[src/rtl/decimal_to_gray.sv]
// Registered binary<->Gray converter for decimal digits with a range flag.
// One-cycle latency; gray/err hold between accepted words, out_valid pulses per word.
module decimal_to_gray #(
    parameter int WIDTH   = 4,
    parameter int DEC_MAX = 9
) (
    input  logic             clk,
    input  logic             rst_n,
    input  logic             in_valid,
    input  logic             mode,
    input  logic [WIDTH-1:0] bin,
    output logic [WIDTH-1:0] gray,
    output logic             out_valid,
    output logic             err
);

    localparam logic [WIDTH-1:0] DEC_MAX_W = DEC_MAX[WIDTH-1:0];

    logic [WIDTH-1:0] enc;
    logic [WIDTH-1:0] dec;
    logic [WIDTH-1:0] gray_next;
    logic             err_next;

    assign enc[WIDTH-1] = bin[WIDTH-1];
    assign dec[WIDTH-1] = bin[WIDTH-1];

    // Encode is a neighbour XOR; decode is a prefix-XOR ripple from the MSB.
    generate
        for (genvar gi = 0; gi < WIDTH - 1; gi++) begin : g_bit
            assign enc[gi] = bin[gi+1] ^ bin[gi];
            assign dec[gi] = dec[gi+1] ^ bin[gi];
        end
    endgenerate

    always_comb begin
        gray_next = mode ? dec : enc;
        // The range check always looks at the plain binary value of the digit.
        err_next  = mode ? (dec > DEC_MAX_W) : (bin > DEC_MAX_W);
    end

    always_ff @(posedge clk or negedge rst_n) begin
        if (!rst_n) begin
            gray      <= '0;
            out_valid <= 1'b0;
            err       <= 1'b0;
        end else begin
            out_valid <= in_valid;
            if (in_valid) begin
                gray <= gray_next;
                err  <= err_next;
            end
        end
    end

endmodule

[config.mk]
export PLATFORM = sky130hd
export DESIGN_NAME = decimal_to_gray
export DESIGN_NICKNAME = d
export VERILOG_FILES = /design/src/rtl/decimal_to_gray.sv
export SDC_FILE = /design/constraint.sdc
export NUM_CORES = 1
export LEC_CHECK = 0
export BUFFER_PORTS_ARGS = -buffer_cell sky130_fd_sc_hd__buf_2
export CAP_MARGIN = 20
export CORE_AREA = 2 2 39 41
export DETAILED_ROUTE_END_ITERATION = 7
export DIE_AREA = 0 0 41 43
export GPL_ROUTABILITY_DRIVEN = 0
export GPL_TIMING_DRIVEN = 0
export PLACE_DENSITY = 0.61
export SETUP_SLACK_MARGIN = 0.05
export SLEW_MARGIN = 40
export SYNTH_ARGS = -nofsm -noshare
export SYNTH_HDL_FRONTEND = slang
export SYNTH_SLANG_ARGS = --single-unit
[constraint.sdc]
create_clock -name clk -period 1.1 [get_ports clk]
set_input_delay 0.11 -clock clk [delete_from_list [all_inputs] [get_ports clk]]
set_output_delay 0.11 -clock clk [all_outputs]
set_load 0.02 [all_outputs]
==> results.md, run 1 <==
- Outcome: complete, no violations
- Cell types with the largest area share after synthesis: sky130_fd_sc_hd__dfrtp_1, sky130_fd_sc_hd__ha_1, sky130_fd_sc_hd__inv_1
- Inserted Clock Buffers: 3
- Largest fanout of any net on the critical path: 2
- Share of Yosys cell area claimed by the top area cell type: 0.3550
- Largest net degree at the start of global routing: 11
- Number of synthesized flops with an enable pin: 0
- Post-synthesis cell type count: 18
- Sort of element at the start of the critical path: input port
- Number of detailed-routing iterations run before antenna repair: 1
- Slew @ Worst Pin: 0.2422 ns
- Number of synthesized register bits: 6
- Routed via count: 333
- Initial standard-cell utilization of the core: 0.3056
- Most frequently used flop master after synthesis: sky130_fd_sc_hd__dfrtp_1
- CTS H-tree depth: 1
- Max-cap violation count: 0
- Clock skew: 0 ns
- Worst Hold Margin: 0.1186 ns
- Dpl cells: 68
- Number of global-route vias before repair: 350
- Clk sink count: 6
- Die extent in y: 43 um
- Floorplan Core Area: 1384 um2
- Data required time of the worst path: 1.21 ns
- Final critical path time including I/O delays and setup: 1.072 ns
- DRC errors left: 0
- Antenna Diode Count: 0
- Peak supply drop: 0.0006882 V
- Mapped cell area: 422.9 um2
- Leakage power summed over all cells: 0.3160 nW
- Class of the tightest hold or removal check: in2reg
- Number of cells produced by synthesis: 39
- Max-slew violation count: 0
- Nets: 78
- Clock latency at the later pin of the worst-skew pair: 0.25 ns
- Clock input transition at the sequential cells of the worst setup and hold paths: 0.05 ns
- CTS tree: built
- Kind of end point of the critical path: flip-flop
- Post-placement worst setup slack: -0.4159 ns
- Share of post-route cells with drive strength above 1: 0.4754
- Input/output buffers: 13
- Width of the chip: 41 um
- Average detailed-routed wire length per instance: 10.40 um
- Routed WL: 801 um
- Count of standard-cell rows: 14
- Power per Cell Area: 1098 nW/um2
- Worst path top cell family by delay: adder cells
- Synthesized netlist net count: 54
- Total of endpoints with negative setup slack in the final report: 0
- Yosys warns: 0
- Final clock period utilization by the worst path: 0.9745
- Max Buffers Root-to-Sink: 2
- Fraction of registers with async set/reset: 1.000
- Area added between synthesis and finish: 50.59%
- Total negative slack: 0 ns
- Sequential-to-total area share from yosys stat: 0.3550
- FMAX: 0.9329 GHz
- Slowest library cell on the worst path: sky130_fd_sc_hd__ha_4
- First-pass GRT wire length: 1331 um
- Biggest cell delay along the critical path: 0.26 ns
- Buf+Inv Stages, Crit Path: 2
- Average vias per placed instance: 4.325
- Library cell with the largest summed area after synthesis: sky130_fd_sc_hd__dfrtp_1
- Post-DRT Antenna Nets: 0
- Number of top-level pins: 14
- DPL Wire Length: 589.8 um
- Area enclosed by the die boundary: 1763 um2
- Finished Layout Cells: 77
- Initial antenna violation count: 0
- Crit Path Class: in2reg
- RSZ-0062 raised after global routing: yes
- Hold Vio Cnt, Final: 0
- Violation count after the first detailed-route iteration: 0
- Data arrival time of the worst path: 1.19 ns
- CP Cell Sequence: buf_12 -> inv_12 -> ha_4 -> xor2_2 -> ha_2 -> nor2b_1 -> o2111ai_1 -> o221ai_1
- Root Driver: sky130_fd_sc_hd__clkbuf_4
- Max transition margin: 0.8382
- Combined global-route utilization of all metal layers: 0.1122
- Leftover overflow at the end of global routing: 0
- Post-route worst setup slack: 0.02807 ns
- Synthesized area per cell: 10.84 um2
-- Yosys cell counts (all sizes together), types with 2 or more instances --
library cell / instances
dfrtp: 6
nand2: 3
nor2b: 3
a21oi: 2
mux2i: 2
ha: 7
inv: 6
-- through the flow --
stage	cell area, um2	util	power (mW)
floorplan	457.9	-	0.3966
global placement	543.0	0.3924	0.4673
detailed placement	543.0	0.3924	0.4685
CTS	636.9	0.4602	0.7097
global route	636.9	0.4602	0.7458
finish	636.9	0.4602	0.6990
-- report_power, final --
part,switching (mW),internal [mW],leakage [nW]
clock,0.0816,0.124,0.0138
sequential,0.0112,0.249,0.0710
combinational,0.121,0.113,0.231
total,0.214,0.485,0.316
-- flip-flops by register name, indices dropped and copies added, names as in the netlist --
signal,count
err,1
out_valid,1
gray,4
-- per-layer routing --
metal	global-route usage	part of all wire	up-vias
met5	0	0	-
met4	0.02000	0	0
met1	0.1250	0.42	151
li1	-	-	174
met3	0.06283	0.064	0
met2	0.1813	0.52	8
-- layout make-up --
type / count / area, um2
plain buffers: 1 / 11.26
clock buffers: 3 / 22.52
fillers: 132 / 747.0
inverters: 6 / 35.03
multi-input cells: 26 / 261.5
flip-flops and latches: 6 / 150.1
well taps: 16 / 20.02
repair buffers: 19 / 136.4
-- final timing paths --
path / from / endpoint / slack [ns] / cells after the start
worst max-delay path: bin[2] / err / 0.03 / 8
worst min-delay path: bin[3] / gray[3] / 0.12 / 2
worst max register to register: gray[3] / gray[3] / 0.36 / 1
worst min register to register: gray[1] / gray[1] / 0.51 / 2
max in group asynchronous: rst_n / gray[1] / 0.74 / 2
min in group asynchronous: rst_n / out_valid / 0.21 / 2
-- cell usage in the layout, fill, tap and decap left out --
master / instances
sky130_fd_sc_hd__a21oi_1: 2
sky130_fd_sc_hd__buf_12: 1
sky130_fd_sc_hd__buf_2: 11
sky130_fd_sc_hd__buf_4: 4
sky130_fd_sc_hd__buf_6: 2
sky130_fd_sc_hd__clkbuf_4: 3
sky130_fd_sc_hd__dfrtp_1: 6
sky130_fd_sc_hd__dlygate4sd3_1: 2
sky130_fd_sc_hd__ha_1: 5
sky130_fd_sc_hd__ha_2: 1
sky130_fd_sc_hd__ha_4: 1
sky130_fd_sc_hd__inv_1: 5
sky130_fd_sc_hd__inv_12: 1
sky130_fd_sc_hd__mux2_2: 1
sky130_fd_sc_hd__mux2i_1: 2
sky130_fd_sc_hd__nand2_1: 3
sky130_fd_sc_hd__nand2b_1: 1
sky130_fd_sc_hd__nand3b_1: 1
sky130_fd_sc_hd__nor2_1: 1
sky130_fd_sc_hd__nor2b_1: 2
sky130_fd_sc_hd__nor2b_4: 1
sky130_fd_sc_hd__o2111ai_1: 1
sky130_fd_sc_hd__o211ai_2: 1
sky130_fd_sc_hd__o221ai_1: 1
sky130_fd_sc_hd__o311ai_2: 1
sky130_fd_sc_hd__xor2_2: 1
-- what timing repair did --
item,4_1_cts,5_1_grt
setup endpoints to repair,2,2
hold buffers,2,0
gates cloned,0,0
hold endpoints to repair,7,0
setup buffers,4,0
resized for setup,6,0
pin swaps,4,0
-- kinds of logic (layout without fill, tap and decap cells) --
logic type               Yosys count  count (layout)  share of synthesized area
AND/OR/NAND/NOR                    9               9                     0.1302
flip-flops                         6               6                     0.3550
buffers and inverters              7              29                    0.07988
AO/OA/AOI/OAI                      6               6                     0.1332
adder cells (fa/ha/maj)            7               7                     0.2071
multiplexers                       3               3                    0.07396
XOR/XNOR                           1               1                    0.02071
Note: power is estimated with default switching activity, not from simulation.
==> run 2, diff against run 1 <==
==> constraint.sdc (replaced) <==
create_clock -name clk -period 1.15 [get_ports clk]
set_input_delay 0.115 -clock clk [delete_from_list [all_inputs] [get_ports clk]]
set_output_delay 0.115 -clock clk [all_outputs]
set_load 0.02 [all_outputs]
==> run 2 against run 1 <==
Effect of this change:
- sequential power fell by 4%
- final area is 0.79% lower
- register-to-register slack better by 0.06 ns
- worst setup slack improved by 0.034 ns
- global-route usage decreased by 0.51 points
- utilization decreased by 0.36 points
- die area is the same
- combinational power shrank 5%
- critical endpoint unchanged
- highest routed layer unchanged
==> results.md, run 2 (synthesis results as in run 1) <==
- Setup slack on the worst flop-to-flop path: 0.42 ns (+0.06 ns)
- Kind of end point of the critical path: flip-flop
- Area added between synthesis and finish: 49.41%
- Inserted Clock Buffers: 3 (unchanged)
- Leakage power summed over all cells: 0.3221 nW (+1.9%)
- Number of filler instances in the final layout: 138 (+4.5%)
- RR Startpoint: gray[3]
- FMAX: 0.9195 GHz
- Antenna Diode Count: 0 (unchanged)
- Hold Vio Cnt, Final: 0 (unchanged)
- Clock skew: 0 ns (unchanged)
- Routed WL: 843 um (+5.2%)
- Crit Path Class: in2reg
- Most common cell after layout, fill and taps aside: sky130_fd_sc_hd__buf_2
- Peak supply drop: 0.0006530 V (-5.1%)
- Number of top-level pins: 14 (unchanged)
- Worst path top cell family by delay: adder cells
- CTS tree: built
- Storage element area: 150.1 um2 (unchanged)
- Largest net degree at the start of global routing: 11 (unchanged)
- Count of standard-cell rows: 14 (unchanged)
- Largest register by flop count: gray
- First-pass GRT wire length: 1269 um (-4.7%)
- Input/output buffers: 13 (unchanged)
- Number of global-route vias before repair: 339 (-3.1%)
- Class of the tightest hold or removal check: in2reg
- Leading cell types in the layout, fill and taps excluded: sky130_fd_sc_hd__buf_2, sky130_fd_sc_hd__dfrtp_1, sky130_fd_sc_hd__inv_1, sky130_fd_sc_hd__ha_1
- Capture point of the critical path: err
- Post-DRT Antenna Nets: 0 (unchanged)
- Final critical path time including I/O delays and setup: 1.087 ns
- Data arrival time of the worst path: 1.20 ns (about the same)
- Root Driver: sky130_fd_sc_hd__clkbuf_4
- Cells on worst reg2reg path: 1 (unchanged)
- Violation count after the first detailed-route iteration: 2 (+2)
- Outcome: complete, no violations
- Worst Hold Margin: 0.1292 ns (+0.01057 ns)
- CP Cell Sequence: buf_8 -> inv_12 -> ha_4 -> xor2_2 -> ha_2 -> nor2b_1 -> o2111ai_1 -> o221ai_1
- DPL Wire Length: 589.8 um (unchanged)
- Slew @ Worst Pin: 0.2395 ns (-0.002778 ns)
- Average detailed-routed wire length per instance: 10.95 um (+5.2%)
- Biggest cell delay along the critical path: 0.27 ns (about the same)
- Clk sink count: 6 (unchanged)
- Data required time of the worst path: 1.26 ns (+0.05 ns)
- DRC errors left: 0 (unchanged)
- Power per Cell Area: 1049 nW/um2 (-4.5%)
- Launch point of the worst path: bin[2]
- Average vias per placed instance: 4.481 (+3.6%)
- Area used by multi-input combinational logic: 261.5 um2 (unchanged)
- Initial antenna violation count: 0 (unchanged)
- Number of detailed-routing iterations run before antenna repair: 2 (+1)
- Max Buffers Root-to-Sink: 2 (unchanged)
- RSZ-0062 raised after global routing: yes
- Final clock period utilization by the worst path: 0.9456
- Area enclosed by the die boundary: 1763 um2 (unchanged)
- Nets: 78 (unchanged)
- Routed via count: 345 (+3.6%)
- Slowest library cell on the worst path: sky130_fd_sc_hd__ha_4
- Total of endpoints with negative setup slack in the final report: 0 (unchanged)
- Buf+Inv Stages, Crit Path: 2 (unchanged)
- Share of post-route cells with drive strength above 1: 0.4754 (unchanged)
- Clock latency at the later pin of the worst-skew pair: 0.24 ns (about the same)
- CTS H-tree depth: 1 (unchanged)
- Floorplan Core Area: 1384 um2 (unchanged)
- Combined global-route utilization of all metal layers: 0.1072 (-0.005056)
- Max-cap violation count: 0 (unchanged)
- Leftover overflow at the end of global routing: 0 (unchanged)
- Max-slew violation count: 0 (unchanged)
- Die extent in y: 43 um (unchanged)
- Max transition margin: 0.8400 (+0.001856)
- Initial standard-cell utilization of the core: 0.3056 (unchanged)
- Largest registers: gray (4), err (1), out_valid (1)
- Dpl cells: 68 (unchanged)
- Number of gates on the worst path with buffers counted: 8 (unchanged)
- Width of the chip: 41 um (unchanged)
- Reg2reg end: gray[3]
- Largest fanout of any net on the critical path: 3 (+1)
- Number of flip-flops under the largest register name: 4 (unchanged)
- Sort of element at the start of the critical path: input port
- Finished Layout Cells: 77 (unchanged)
- Clock input transition at the sequential cells of the worst setup and hold paths: 0.05 ns (about the same)
==> run 2: changes by cell type in the layout (fill, tap and decap cells not counted), sizes merged <==
cell and delta:
dlygate4sd3 -1, dlymetal6s4s +1
==> run 2: worst min path at each step <==
stage / startpoint / depth (start not counted) / to / slack, ns
6_report: bin[3] / 2 / gray[3] / 0.13
5_1_grt: bin[3] / 2 / gray[3] / 0.13
4_1_cts: bin[3] / 2 / gray[3] / 0.12
3_5_place_dp: rst_n / 1 / gray[3] / -0.05
3_3_place_gp: rst_n / 1 / gray[3] / -0.06
2_1_floorplan: rst_n / 0 / err / -0.18
==> run 2: what timing repair did <==
action,in CTS,in global routing
cloned,0,1
hold buffers,2,0
endpoints found under the setup margin,2,3
hold endpoints to repair,7,0
resized for setup,5,1
buffers inserted,2,1
pin swaps,4,0
==> run 2: where the power goes <==
| part | internal (mW) | switching, mW |
|---|---|---|
| Sequential | 0.238 | 0.0108 |
| Combinational | 0.106 | 0.116 |
| Clock | 0.118 | 0.0741 |
| Total | 0.462 | 0.201 |
==> run 2: through the flow <==
| stage | total power [mW] | setup WS [ns] | util | setup TNS, ns | area (um2) |
|---|---|---|---|---|---|
| after floorplan | 0.3794 | -0.05036 | - | -0.05081 | 457.9 |
| after global placement | 0.4470 | -0.3557 | 0.3924 | -0.6626 | 543.0 |
| after detailed placement | 0.4481 | -0.3709 | 0.3924 | -0.6900 | 543.0 |
| after CTS | 0.6720 | 0.05449 | 0.4458 | 0 | 616.8 |
| after global routing | 0.7110 | 0.007579 | 0.4566 | 0 | 631.9 |
| final | 0.6626 | 0.06250 | 0.4566 | 0 | 631.9 |
==> run 2: layout make-up <==
class                   count  share of cell area
plain buffers               1             0.01782
clock buffers               3             0.03564
inverters                   6             0.05545
multi-input cells          26              0.4139
flip-flops and latches      6              0.2376
well taps                  16             0.03168
repair buffers             19              0.2079
==> run 2: per-layer routing <==
layer / vias up / global-route usage / wire length [um]
li1: 176 / - / -
met1: 161 / 0.1217 / 378
met2: 8 / 0.1688 / 418
met3: 0 / 0.06283 / 46
met4: 0 / 0.02000 / 0
met5: - / 0 / 0
==> run 3, diff against run 2 <==
--- a/config.mk
+++ b/config.mk
@@ -12,9 +12,10 @@
 export DIE_AREA = 0 0 41 43
 export GPL_ROUTABILITY_DRIVEN = 0
 export GPL_TIMING_DRIVEN = 0
-export PLACE_DENSITY = 0.61
+export PLACE_DENSITY = 0.63
 export SETUP_SLACK_MARGIN = 0.05
 export SLEW_MARGIN = 40
 export SYNTH_ARGS = -nofsm -noshare
 export SYNTH_HDL_FRONTEND = slang
 export SYNTH_SLANG_ARGS = --single-unit
+export TNS_END_PERCENT = 1
==> constraint.sdc (replaced) <==
create_clock -name clk -period 1 [get_ports clk]
set_input_delay 0.1 -clock clk [delete_from_list [all_inputs] [get_ports clk]]
set_output_delay 0.1 -clock clk [all_outputs]
set_load 0.02 [all_outputs]
==> run 3 against run 2 <==
Effect of this change:
- the run now ends with setup timing left
- die area unchanged
- global-route usage up 1.9 points
- sequential share of layout area increased by 0.094 points
- clock skew is the same
- clock power up 24%
- count of clock-buffer cells in the layout unchanged
- critical endpoint unchanged
==> results.md, run 3 (synthesis results as in run 1) <==
- Input/output buffers: 13 (unchanged)
- Storage element area: 150.1 um2 (unchanged)
- Class of the tightest hold or removal check: in2reg
- FMAX: 0.9709 GHz
- Clock latency at the later pin of the worst-skew pair: 0.26 ns (+0.02 ns)
- Switching share of power: 0.3174 (+0.01403)
- RR Startpoint: gray[3]
- Die extent in y: 43 um (unchanged)
- Data required time of the worst path: 1.12 ns (-0.14 ns)
- Violations in the final reports: setup timing
- Peak supply drop: 0.0008918 V (+37%)
- Leftover overflow at the end of global routing: 0 (unchanged)
- Sort of element at the start of the critical path: input port
- Data arrival time of the worst path: 1.15 ns (-0.05 ns)
- Number of top-level pins: 14 (unchanged)
- Number of filler instances in the final layout: 137 (-0.72%)
- Post-DRT Antenna Nets: 0 (unchanged)
- NetSw: 0.2473 mW (+23%)
- Share of post-route cells with drive strength above 1: 0.4667 (-0.008743)
- Max transition margin: 0.8554 (+0.01538)
- Routed via count: 343 (-0.58%)
- Area enclosed by the die boundary: 1763 um2 (unchanged)
- Worst Hold Path EP: gray[3]
- Antenna Diode Count: 0 (unchanged)
- Area added between synthesis and finish: 48.82%
- Average vias per placed instance: 4.513 (+0.73%)
- Most common cell after layout, fill and taps aside: sky130_fd_sc_hd__buf_2
- CTS tree: built
- DRC errors left: 0 (unchanged)
- Initial antenna violation count: 0 (unchanged)
- Clk sink count: 6 (unchanged)
- Outcome: finished, violations left
- Clock network power share: 0.306 (+0.016)
- Startpoint of the tightest hold check path: bin[3]
- DPL Wire Length: 628.8 um (+6.6%)
- Largest registers: gray (4), err (1), out_valid (1)
- Routed WL: 848 um (+0.59%)
- Total of endpoints with negative setup slack in the final report: 1 (+1)
- Largest fanout of any net on the critical path: 2 (-1)
- Count of standard-cell rows: 14 (unchanged)
- Reg2reg end: gray[3]
- Power share of the sequential group: 0.367 (-0.008)
- Clock input transition at the sequential cells of the worst setup and hold paths: 0.05 ns (about the same)
- Max Buffers Root-to-Sink: 2 (unchanged)
- Hold Vio Cnt, Final: 0 (unchanged)
- Max-slew violation count: 0 (unchanged)
- Number of global-route vias before repair: 339 (unchanged)
- Final critical path time including I/O delays and setup: 1.030 ns
- Largest net degree at the start of global routing: 11 (unchanged)
- Inserted Clock Buffers: 3 (unchanged)
- Clock skew: 0 ns (unchanged)
- Average detailed-routed wire length per instance: 11.16 um (+1.9%)
- Number of detailed-routing iterations run before antenna repair: 1 (-1)
- Root Driver: sky130_fd_sc_hd__clkbuf_4
- Power per Cell Area: 1238 nW/um2 (+18%)
- Crit Path Class: in2reg
- Setup slack on the worst flop-to-flop path: 0.24 ns (-0.18 ns)
- Leakage power summed over all cells: 0.3112 nW (-3.4%)
- Overall power: 0.7793 mW (+18%)
- Floorplan Core Area: 1384 um2 (unchanged)
- Post-route worst setup slack: -0.03002 ns (-0.09252 ns)
- Share of total power in combinational logic: 0.326 (-0.009)
- Leading cell types in the layout, fill and taps excluded: sky130_fd_sc_hd__buf_2, sky130_fd_sc_hd__dfrtp_1, sky130_fd_sc_hd__inv_1, sky130_fd_sc_hd__ha_1
- RSZ-0062 raised after global routing: yes
- Hold Path Stages: 2 (unchanged)
- Worst Hold Margin: 0.1089 ns (-0.02027 ns)
- First-pass GRT wire length: 1386 um (+9.2%)
- Area used by multi-input combinational logic: 261.5 um2 (unchanged)
- Cells on worst reg2reg path: 1 (unchanged)
- Combined global-route utilization of all metal layers: 0.1263 (+0.01908)
- CTS H-tree depth: 1 (unchanged)
- Slew @ Worst Pin: 0.2164 ns (-0.02303 ns)
- Final clock period utilization by the worst path: 1.030
- Violation count after the first detailed-route iteration: 0 (-2)
- Internal power component: 0.5320 mW (+15%)
- Number of flip-flops under the largest register name: 4 (unchanged)
- Max-cap violation count: 0 (unchanged)
- Initial standard-cell utilization of the core: 0.3056 (unchanged)
- Width of the chip: 41 um (unchanged)
- Largest register by flop count: gray
- Nets: 77 (-1.3%)
- Kind of end point of the critical path: flip-flop
## run 3: cell count changes in the layout (fill, tap and decap cells not counted), sizes merged
| cell | before | now |
|---|---|---|
| dlygate4sd3 | 1 | 2 |
| buf | 18 | 17 |
| dlymetal6s4s | 1 | 0 |
## run 3: how the worst max path moves through the flow
stage	to	slack (ns)	from
detailed placement	err	-0.48	bin[2]
global placement	err	-0.47	bin[2]
CTS	err	-0.03	bin[2]
finish	err	-0.03	bin[2]
floorplan	err	-0.19	bin[2]
global route	err	-0.15	bin[2]
## run 3: critical path: stages
cell and delay (ns):
sky130_fd_sc_hd__buf_12 0.09, sky130_fd_sc_hd__inv_12 0.03, sky130_fd_sc_hd__ha_4 0.26, sky130_fd_sc_hd__xor2_2 0.15
sky130_fd_sc_hd__ha_2 0.19, sky130_fd_sc_hd__nor2b_1 0.04, sky130_fd_sc_hd__o2111ai_1 0.17, sky130_fd_sc_hd__o221ai_1 0.13
## run 3: through the flow
stage | utilization | area [um2] | TNS (ns) | std cells | setup WS (ns)
final | 0.4548 | 629.4 | -0.03002 | 76 | -0.03002
after global routing | 0.4548 | 629.4 | -0.1926 | 76 | -0.1482
after CTS | 0.4548 | 629.4 | -0.03064 | 76 | -0.03064
after detailed placement | 0.3924 | 543.0 | -0.9605 | 68 | -0.4796
after global placement | 0.3924 | 543.0 | -0.9495 | 68 | -0.4658
after floorplan | - | 457.9 | -0.3223 | 39 | -0.1854
## run 3: layout make-up
class / instances / share of cell area
inverter: 6 / 0.05567
sequential: 6 / 0.2386
multi-input combinational: 26 / 0.4155
buffer: 1 / 0.01789
tap: 16 / 0.03181
clock buffer: 3 / 0.03579
timing repair buffer: 18 / 0.2048
## run 3: routing by layer
layer | global-route usage | up-vias | wire, um
li1 | - | 175 | -
met1 | 0.1377 | 157 | 344
met2 | 0.1844 | 9 | 426
met3 | 0.06283 | 2 | 53
met4 | 0.08000 | 0 | 24
met5 | 0 | - | 0
## run 3: power by group through the flow
stage	sequential (mW)	clock, mW	combinational, mW
floorplan	0.329	0	0.107
detailed placement	0.291	0	0.225
global route	0.291	0.268	0.284
finish	0.286	0.239	0.254
CTS	0.287	0.253	0.257
global placement	0.289	0	0.222
## run 3: timing repair
item | 4_1_cts | 5_1_grt
gates resized for setup | 6 | 0
setup endpoints to repair | 2 | 2
pin swaps | 4 | 0
hold buffers | 2 | 0
buffers inserted | 3 | 0
hold endpoints to repair | 7 | 0
